===== config.mk =====
export PLATFORM = sky130hd
export DESIGN_NAME = sccb_target_regif
export DESIGN_NICKNAME = d
export VERILOG_FILES = /design/src/rtl/sccb_target_regif.sv
export SDC_FILE = /design/constraint.sdc
export NUM_CORES = 1
export LEC_CHECK = 0
export BUFFER_PORTS_ARGS = -buffer_cell sky130_fd_sc_hd__buf_2
export CAP_MARGIN = 30
export CORE_ASPECT_RATIO = 0.75
export CORE_MARGIN = 2
export CORE_UTILIZATION = 49
export CTS_CLUSTER_SIZE = 20
export DETAILED_ROUTE_END_ITERATION = 7
export PLACE_DENSITY = 0.66
export SLEW_MARGIN = 10
export SYNTH_ARGS = -nofsm -noshare
export SYNTH_HDL_FRONTEND = slang
export SYNTH_SLANG_ARGS = --single-unit

===== constraint.sdc =====
create_clock -name clk_24M -period 5.6 [get_ports clk_24M]
set_input_delay 1.4 -clock clk_24M [delete_from_list [all_inputs] [get_ports clk_24M]]
set_output_delay 1.4 -clock clk_24M [all_outputs]
set_load 0.02 [all_outputs]

===== src/rtl/sccb_target_regif.sv =====
// SCCB/I2C target bridging bus transfers of {dev, addr_hi, addr_lo, data...} to a
// single-cycle register port. SCL/SDA are oversampled in the clk_24M domain.
`timescale 1ns/1ps
module sccb_target_regif #(
  parameter logic [6:0] DEV_ADDR    = 7'h3C,
  parameter int         SYNC_STAGES = 2,
  parameter int         ADDR_INC    = 1
) (
  input  logic        clk_24M,
  input  logic        camera_rstn,
  input  logic        scl,
  input  logic        sda_in,
  output logic        sda_oe,
  output logic        reg_wr_en,
  output logic        reg_rd_en,
  output logic [15:0] reg_addr,
  output logic [7:0]  reg_wdata,
  input  logic [7:0]  reg_rdata,
  output logic        busy
);

  typedef enum logic [3:0] {
    IDLE, DEV, ACK_DEV, AHI, ACK_AHI, ALO, ACK_ALO,
    WDAT, ACK_WDAT, RDAT, MACK, WAIT_P
  } state_t;

  localparam logic [15:0] INC = 16'(ADDR_INC);

  state_t                 state;
  logic [SYNC_STAGES-1:0] scl_sync, sda_sync;
  logic                   scl_s, sda_s, scl_d, sda_d;
  logic                   scl_rise, scl_fall, start_det, stop_det;
  logic [7:0]             shift;
  logic [3:0]             bit_cnt;
  logic                   rw, mack, inc_pend;
  logic [1:0]             ld_dly;

  assign scl_s     = scl_sync[SYNC_STAGES-1];
  assign sda_s     = sda_sync[SYNC_STAGES-1];
  assign scl_rise  = scl_s & ~scl_d;
  assign scl_fall  = ~scl_s & scl_d;
  assign start_det = scl_s & scl_d & sda_d & ~sda_s;
  assign stop_det  = scl_s & scl_d & ~sda_d & sda_s;

  // Idle bus level is high, so synchronisers come out of reset at 1.
  always_ff @(posedge clk_24M or negedge camera_rstn) begin
    if (!camera_rstn) begin
      scl_sync <= '1;
      sda_sync <= '1;
      scl_d    <= 1'b1;
      sda_d    <= 1'b1;
    end else begin
      scl_sync <= {scl_sync[SYNC_STAGES-2:0], scl};
      sda_sync <= {sda_sync[SYNC_STAGES-2:0], sda_in};
      scl_d    <= scl_s;
      sda_d    <= sda_s;
    end
  end

  always_ff @(posedge clk_24M or negedge camera_rstn) begin
    if (!camera_rstn) begin
      state     <= IDLE;
      sda_oe    <= 1'b0;
      reg_wr_en <= 1'b0;
      reg_rd_en <= 1'b0;
      reg_addr  <= '0;
      reg_wdata <= '0;
      busy      <= 1'b0;
      shift     <= '0;
      bit_cnt   <= '0;
      rw        <= 1'b0;
      mack      <= 1'b1;
      inc_pend  <= 1'b0;
      ld_dly    <= '0;
    end else begin
      reg_wr_en <= 1'b0;
      reg_rd_en <= 1'b0;
      inc_pend  <= 1'b0;
      ld_dly    <= {ld_dly[0], 1'b0};
      if (inc_pend)
        reg_addr <= reg_addr + INC;
      // Read data arrives one clk after the strobe; first bit goes out as soon as it lands.
      if (ld_dly[1]) begin
        shift  <= reg_rdata;
        sda_oe <= ~reg_rdata[7];
      end
      if (start_det) begin
        state   <= DEV;
        bit_cnt <= '0;
        sda_oe  <= 1'b0;
        ld_dly  <= '0;
      end else if (stop_det) begin
        state   <= IDLE;
        busy    <= 1'b0;
        sda_oe  <= 1'b0;
        ld_dly  <= '0;
      end else begin
        case (state)
          DEV, AHI, ALO, WDAT: begin
            if (scl_rise) begin
              shift   <= {shift[6:0], sda_s};
              bit_cnt <= bit_cnt + 4'd1;
            end else if (scl_fall && bit_cnt == 4'd8) begin
              bit_cnt <= '0;
              case (state)
                DEV: begin
                  if (shift[7:1] == DEV_ADDR) begin
                    rw     <= shift[0];
                    busy   <= 1'b1;
                    sda_oe <= 1'b1;
                    state  <= ACK_DEV;
                  end else begin
                    busy  <= 1'b0;
                    state <= WAIT_P;
                  end
                end
                AHI:     begin sda_oe <= 1'b1; state <= ACK_AHI;  end
                ALO:     begin sda_oe <= 1'b1; state <= ACK_ALO;  end
                default: begin sda_oe <= 1'b1; state <= ACK_WDAT; end
              endcase
            end
          end
          ACK_DEV: if (scl_fall) begin
            sda_oe  <= 1'b0;
            bit_cnt <= '0;
            if (rw) begin
              reg_rd_en <= 1'b1;
              ld_dly    <= 2'b01;
              state     <= RDAT;
            end else begin
              state <= AHI;
            end
          end
          ACK_AHI: if (scl_fall) begin
            sda_oe         <= 1'b0;
            reg_addr[15:8] <= shift;
            state          <= ALO;
          end
          ACK_ALO: if (scl_fall) begin
            sda_oe        <= 1'b0;
            reg_addr[7:0] <= shift;
            state         <= WDAT;
          end
          // Address advances the clk after the strobe so the write sees the old pointer.
          ACK_WDAT: if (scl_fall) begin
            sda_oe    <= 1'b0;
            reg_wdata <= shift;
            reg_wr_en <= 1'b1;
            inc_pend  <= 1'b1;
            state     <= WDAT;
          end
          RDAT: if (scl_fall) begin
            if (bit_cnt == 4'd7) begin
              sda_oe <= 1'b0;
              state  <= MACK;
            end else begin
              shift   <= {shift[6:0], 1'b0};
              sda_oe  <= ~shift[6];
              bit_cnt <= bit_cnt + 4'd1;
            end
          end
          MACK: begin
            if (scl_rise)
              mack <= sda_s;
            else if (scl_fall) begin
              if (!mack) begin
                reg_addr  <= reg_addr + INC;
                reg_rd_en <= 1'b1;
                ld_dly    <= 2'b01;
                bit_cnt   <= '0;
                state     <= RDAT;
              end else begin
                busy  <= 1'b0;
                state <= WAIT_P;
              end
            end
          end
          default: ;
        endcase
      end
    end
  end

endmodule

After elaboration in Yosys (flattened, before gate mapping)
Cells that the tools add are included.
- latch bits: 0
- bits of input ports: 12
- bits in read-only memories: 0
- bits in writable memories: 0
- flip-flop bits (word level): 54
- memories kept: 0
- $lt $le $gt $ge: 0
- add/sub/neg operators: 2
- multiplexer cells: 84
- equality and inequality tests: 36
- shift operators: 0
- multiply operators: 0
- bitwise logic cells: 16
- divide/modulo/power cells: 0
- reduce and logical (&&, ||, !) cells: 13
- operators with widths (operator ; count):
    $mux 16 ; 6
    $mux 4 ; 23
    $mux 8 ; 8
    $pmux 8 s2 ; 3
    $ne 3x3->1 const B ; 12
    $ne 4x4->1 const B ; 9
    $mux 1 ; 29
    $pmux 4 s6 ; 1
    $eq 4x3->1 const B ; 5
    $add 16x1->16 const B ; 1
    $eq 4x4->1 const B ; 4
    $mux 2 ; 8
    $pmux 4 s4 ; 1
    $pmux 4 s3 ; 1
    $reduce_and 10->1 ; 1
    $not 1->1 ; 9
    $reduce_and 9->1 ; 1
    $eq 4x2->1 const B ; 2
    $reduce_and 4->1 ; 2
    $reduce_and 8->1 ; 1
    $reduce_bool 8->1 ; 1
    $reduce_or 4->1 ; 2
    $and 1x1->1 ; 7
    $eq 7x6->1 const B ; 1
    other kinds (12) ; 13

Depth between registers and ports, before layout
Gate-level depths: netlist (run 1).
- depth after elaboration: 9
- depth in mapped cells: 8
- depth with buffers taken out: 7

Worst setup path after synthesis (run 1)
OpenSTA, ideal clock, no wires.
- path type: input port to flip-flop
- from: input port reg_rdata[0]
- to: register shift[0]
- arrival time: 1840 ps
- stages on the path: 2
- setup slack: 3639 ps
- setup time: 122 ps
- data required time: 5478 ps
- path through: mux2_2 > a32o_1
- longest elaborated chain between the ends: 6
- elaborated cells between the ends (all ways): 7
- those cells by class: 7 x mux
- ends and longest elaborated chain (what ; RTL line ; source):
    start: declaration ; 18 ; input logic [7:0] reg_rdata,
    $mux 8 * ; 83 ; if (ld_dly[1]) begin
    $mux 8 ; 153 ; if (bit_cnt == 4'd7) begin
    $mux 8 ; 152 ; RDAT: if (scl_fall) begin
    $pmux 8 s2 ; 98 ; case (state)
    $mux 8 ; 92 ; end else if (stop_det) begin
    $mux 8 * ; 87 ; if (start_det) begin
    end signal: assignment ; 84 ; shift <= reg_rdata;
    end signal: assignment ; 101 ; shift <= {shift[6:0], sda_s};
    end signal: assignment ; 157 ; shift <= {shift[6:0], 1'b0};
    end: declaration ; 33 ; logic [7:0] shift;
Mark *: on every way between the ends. The rest lies on a longest branch, timed or not.
A chain may end at the register's enable or synchronous reset.

==> results_dict.tcl, run 1 <==
set metrics [dict create \
    grt_max_degree 54 \
    cts.root.buffer_cell "sky130_fd_sc_hd__clkbuf_8" \
    max-slew-margin-rel_pct 36.4 \
    ir_worst_vdd_mv 0.231 \
    dpl_worst_slack_ns 3.05 \
    synth_largest_area_cell "sky130_fd_sc_hd__dfrtp_1" \
    design.die.area_sq_um 7750 \
    post_drt_wl_per_cell_um 18.6 \
    antenna_cells_inserted 0 \
    cts_tree "done" \
    detailedRoute.firstIterationViolations 311 \
    drt_drc_violations_left 0 \
    cts_inserted_buffers 5 \
    port_buffers 39 \
    synth_warnings 0 \
    synth_top_cells_by_area "sky130_fd_sc_hd__dfrtp_1, sky130_fd_sc_hd__dfstp_2, sky130_fd_sc_hd__nand2_1" \
    number_of_nets_in_the_finished_design 427 \
    total_length_of_routed_wires_um 9240 \
    min_period_over_period_pct 52.0 \
    unrepaired_setup_endpoints_after_global_routing "no" \
    placement_rows 26 \
    tightestPinTransition_ns 0.952 \
    timing_worst_setup_path_type "reg -> out" \
    h-tree-depth 2 \
    final_cells 497 \
    yosys_register_bits 53 \
    timing_hold_violations_final 0 \
    vias_per_cell 6.29 \
    postLayoutSetupSlackWorst_ns 2.69 \
    number_of_antenna_violations_at_the_first_check_in_global_routing 0 \
    die_height_um 76.7 \
    cts_resized 0 \
    cellPowerDensity_nw_per_um2 345 \
    dp_hpwl_um 6470 \
    run_status "complete, no violations" \
    worst-path-buf-inv 1 \
    max_stage_delay_ns 0.90 \
    grt_pass1_vias 2899 \
    worst-path-max-fanout 24 \
    n_fill_cell 618 \
    ant_nets 0 \
    layout_commonest_cell "sky130_fd_sc_hd__dfrtp_1" \
    synth.distinct_cells 73 \
    insertion_delay_ns 0.31 \
    achievable-frequency_mhz 344 \
    die_width_um 101 \
    worstSetupStartpointType "register" \
    cts_hold_repair.buffers 0 \
    cts_num_sinks 53 \
    route.vias.total 3128 \
    fin_crit_ns 2.91 \
    clock_skew_ns 0.0103 \
    timing.critical_path.max_delay_family "flip-flops" \
    drive_gt1_share_pct 19.9 \
    most-common-layout-cells "sky130_fd_sc_hd__dfrtp_1, sky130_fd_sc_hd__nand2_1, sky130_fd_sc_hd__buf_2" \
    maxCapViolations 0 \
    io-pin-count 40 \
    drt-pass1-iter-count 5 \
    yosysSeqAreaShare_pct 38.6 \
    syn2layout_area_growth_pct 7.97 \
    grt_first_pass_wirelength_um 15500 \
    clkTransAtPathRegs_ns 0.10 \
    postCtsSetupRepairBufs 0 \
    synth_nets 404 \
    post-place-cells 489 \
    finalWeightedCongestion 0.905 \
    netlist.area_leader.share_pct 33.3 \
    starting_density_pct 50.6 \
    worst_setup_path_end_kind "output port" \
    timing.critical_path.cells "buf_2" \
    setup_viol 0 \
    grtUsageTotal_pct 25.2 \
    hold_path_class "reg -> reg" \
    netlist_instances 389 \
    number_of_enable_type_register_cells_in_the_synthesized_netlist 0 \
    grt-ovfl-total 0 \
    critPathArrivalTime_ns 1.51 \
    postSynth.asyncResetShare_pct 100 \
    critical_path_required_ns 4.20 \
    maxSlewViolCount 0 \
    syn-cell-area_sq_um 3460 \
    static-leakage-power_nw 1.54 \
    postSynthAreaPerCell_sq_um 8.88 \
    worst_path_slowest_cell "sky130_fd_sc_hd__dfrtp_1" \
    ys_dominant_reg_cell "sky130_fd_sc_hd__dfrtp_1" \
    coreArea_sq_um 6830 \
    max-clock-path-buffers 2 \
    setup_total_negative_slack_ns 0 \
]
## where the power goes
group	total (mW)	internal [mW]	switching, mW	leakage, nW
sequential	0.645	0.463	0.182	0.669
clock	0.226	0.0895	0.136	0.0414
combinational	0.415	0.181	0.234	0.834
## final timing paths
check | from | end | slack (ns) | cells past startpoint
max | inc_pend$_DFF_PN0_ | reg_wr_en | 2.69 | 1
min | scl_sync[0]$_DFF_PN1_ | scl_sync[1]$_DFF_PN1_ | 0.36 | 0
max reg2reg | state[3]$_DFFE_PN0P_ | bit_cnt[3]$_DFFE_PN0P_ | 3.24 | 5
min reg2reg | scl_sync[0]$_DFF_PN1_ | scl_sync[1]$_DFF_PN1_ | 0.36 | 0
max in group asynchronous | camera_rstn | bit_cnt[3]$_DFFE_PN0P_ | 3.95 | 2
min in group asynchronous | camera_rstn | bit_cnt[0]$_DFFE_PN0P_ | 1.21 | 2
## flip-flops by register name, indices dropped and copies added, names as in the netlist, 2 cells and up
signal,cells
reg_addr,16
reg_wdata,8
shift,8
bit_cnt,4
state,4
scl_sync,2
sda_sync,2
## synth_stat cells, drive strengths merged (7+ instances only)
master,instances
dfrtp,46
o21ai,23
buf,14
nor2,30
nand3,20
nand2,44
nand2b,7
mux2i,10
clkbuf,11
nand4,8
mux2,11
dfstp,7
a21oi,27
inv,14
## final cells by class
type	instances	area, sq um	share of cell area (%)
inverters	14	52.6	1.41
well taps	84	105	2.82
clock inverters	2	16.3	0.436
multi-input cells	297	1940	52.0
clock buffers	6	72.6	1.95
flip-flops and latches	53	1340	35.8
repair buffers	41	210	5.63
## routing by layer
| metal | GRT usage (%) | up-vias | wire length, um |
|---|---|---|---|
| li1 | - | 1474 | - |
| met3 | 4.92 | 7 | 790 |
| met5 | 0 | - | 0 |
| met1 | 40.7 | 1494 | 4550 |
| met2 | 34.9 | 153 | 3840 |
| met4 | 4.73 | 0 | 59 |
## through the flow
stage	utilization [%]	hold slack [ns]	instance area, sq um	power, mW
floorplan	-	0.345	3460	0.921
global placement	53.3	0.345	3640	1.05
detailed placement	53.3	0.348	3640	1.06
CTS	54.6	0.362	3730	1.28
global route	54.6	0.371	3730	1.37
finish	54.6	0.361	3730	1.29
## logic make-up (layout without fill, tap and decap cells)
family / Yosys count / count (layout) / synth area share (%)
buffers and inverters: 39 / 63 / 5.25
DFF: 53 / 53 / 38.6
muxes: 21 / 21 / 6.48
xor gates and xnor gates: 12 / 12 / 3.04
adders and majority gates: 3 / 3 / 1.09
and+or+nand+nor: 156 / 156 / 25.0
AOI/OAI and AO/OA: 105 / 105 / 20.5
No activity file was read; power rests on OpenSTA's default activity.
==> inputs of run 2 (changes only) <==
clock period = 2.9 ns   (was 5.6 ns; I/O delays follow)
==> run 2 against run 1 <==
Count of clock-buffer cells in the layout unchanged. Non-clock buffer count is 5 higher. Cell count is 1.0% higher. Critical path depth rose by 4. Via count up 1.4%. Die area stayed put. Core utilization up 0.71 points. Power increased by 97%. First-iteration DRC count increased by 24%. Largest power group unchanged.
==> results_dict.tcl, run 2 (synthesis results as in run 1) <==
set metrics [dict create \
    run_status "complete, no violations" \
    fin_util_pct 55.3 \
    grt_first_pass_wirelength_um 15700 \
    ant_nets 0 \
    die_height_um 76.7 \
    max-clock-path-buffers 2 \
    placement_rows 26 \
    worst_setup_path_end_kind "register" \
    total_length_of_routed_wires_um 9560 \
    cts.root.buffer_cell "sky130_fd_sc_hd__clkbuf_8" \
    design.die.area_sq_um 7750 \
    fin_crit_ns 2.30 \
    cts_inserted_buffers 5 \
    ir_worst_vdd_mv 0.358 \
    reg_top3 "reg_addr x16, reg_wdata x8, shift x8" \
    coreArea_sq_um 6830 \
    grtUsageTotal_pct 25.9 \
    grt-ovfl-total 0 \
    route.vias.total 3171 \
    layout_commonest_cell "sky130_fd_sc_hd__dfrtp_1" \
    cts_hold_repair.buffers 0 \
    setup_total_negative_slack_ns 0 \
    final_cells 502 \
    cts_resized 0 \
    worst-path-max-fanout 22 \
    drt_drc_violations_left 0 \
    cts_num_sinks 53 \
    critical_path_required_ns 3.14 \
    detailed_place.area_sq_um 3680 \
    detailedRoute.firstIterationViolations 387 \
    min_period_over_period_pct 79.4 \
    antenna_cells_inserted 0 \
    cts_tree "done" \
    critPathArrivalTime_ns 2.54 \
    clkTransAtPathRegs_ns 0.10 \
    h-tree-depth 2 \
    n_fill_cell 657 \
    cellPowerDensity_nw_per_um2 669 \
    die_width_um 101 \
    post_drt_wl_per_cell_um 19.0 \
    clock_skew_ns 0.00749 \
    timing_hold_violations_final 0 \
    multi_input_area_sq_um 1940 \
    largest_register_ff_count 16 \
    final_design_area_no_fill_sq_um 3780 \
    most-common-layout-cells "sky130_fd_sc_hd__dfrtp_1, sky130_fd_sc_hd__nand2_1, sky130_fd_sc_hd__buf_2" \
    postCtsSetupRepairBufs 0 \
    most_flops_register "reg_addr" \
    origin_of_the_critical_flop_to_flop_path "state[3]$_DFFE_PN0P_" \
    tightestPinTransition_ns 0.654 \
    grt_max_degree 25 \
    critPathLaunch "state[3]$_DFFE_PN0P_" \
    achievable-frequency_mhz 434 \
    unrepaired_setup_endpoints_after_global_routing "no" \
    maxCapViolations 0 \
    io-pin-count 40 \
    hold_path_startpoint "sda_sync[0]$_DFF_PN1_" \
    grt_pass1_vias 2920 \
    drt-pass1-iter-count 5 \
    vias_per_cell 6.32 \
    hold_path_class "reg -> reg" \
    post-place-cells 494 \
    setup_viol 0 \
    area.sequential_sq_um 1340 \
    number_of_nets_in_the_finished_design 432 \
    dp_hpwl_um 6840 \
    max-slew-margin-rel_pct 56.4 \
    starting_density_pct 50.6 \
    insertion_delay_ns 0.32 \
    timing_worst_setup_path_type "reg -> reg" \
    postLayoutSetupSlackWorst_ns 0.597 \
    drive_gt1_share_pct 21.1 \
    finalWeightedCongestion 0.938 \
    number_of_antenna_violations_at_the_first_check_in_global_routing 0 \
    worstSetupStartpointType "register" \
    dpl_worst_slack_ns 0.660 \
    maxSlewViolCount 0 \
    static-leakage-power_nw 1.58 \
    syn2layout_area_growth_pct 9.38 \
    port_buffers 39 \
]
## run 2: worst paths after layout
kind                                     endpoint  slack (ns)  depth (start not counted)
max                        bit_cnt[2]$_DFFE_PN0P_        0.60                          5
min                         sda_sync[1]$_DFF_PN1_        0.36                          0
max reg2reg                bit_cnt[2]$_DFFE_PN0P_        0.60                          5
min reg2reg                 sda_sync[1]$_DFF_PN1_        0.36                          0
max in group asynchronous  reg_addr[11]$_DFF_PN0_        1.90                          2
min in group asynchronous  bit_cnt[1]$_DFFE_PN0P_        0.37                          1
## run 2: critical path: stages (launching register included)
cell,delay (ns)
sky130_fd_sc_hd__dfrtp_1,0.74
sky130_fd_sc_hd__and4bb_2,0.37
sky130_fd_sc_hd__o21ai_1,0.12
sky130_fd_sc_hd__o22a_1,0.43
sky130_fd_sc_hd__or3b_1,0.45
sky130_fd_sc_hd__o211ai_1,0.11
## run 2: cell type report
class | count | area share, %
multi-input combinational | 297 | 51.3
sequential | 53 | 35.3
timing repair buffer | 46 | 6.55
tap | 84 | 2.78
clock buffer | 6 | 2.18
inverter | 14 | 1.39
clock inverter | 2 | 0.463
## run 2: routing by layer
layer	GRT usage [%]	wire, um	up-vias
met4	6.22	102	0
met1	41.7	4760	1517
met2	35.8	3920	139
met3	4.38	781	15
met5	0	0	-
li1	-	-	1500
## run 2: stage by stage
stage / power (mW) / hold slack [ns]
2_1_floorplan: 1.78 / 0.345
6_report: 2.53 / 0.363
3_5_place_dp: 2.05 / 0.348
4_1_cts: 2.53 / 0.363
3_3_place_gp: 2.04 / 0.347
5_1_grt: 2.69 / 0.371
## run 2: power by group
group          total (mW)  switching (mW)  internal [mW]
Sequential           1.25           0.355          0.894
Clock               0.473           0.274          0.199
Combinational       0.809           0.453          0.356
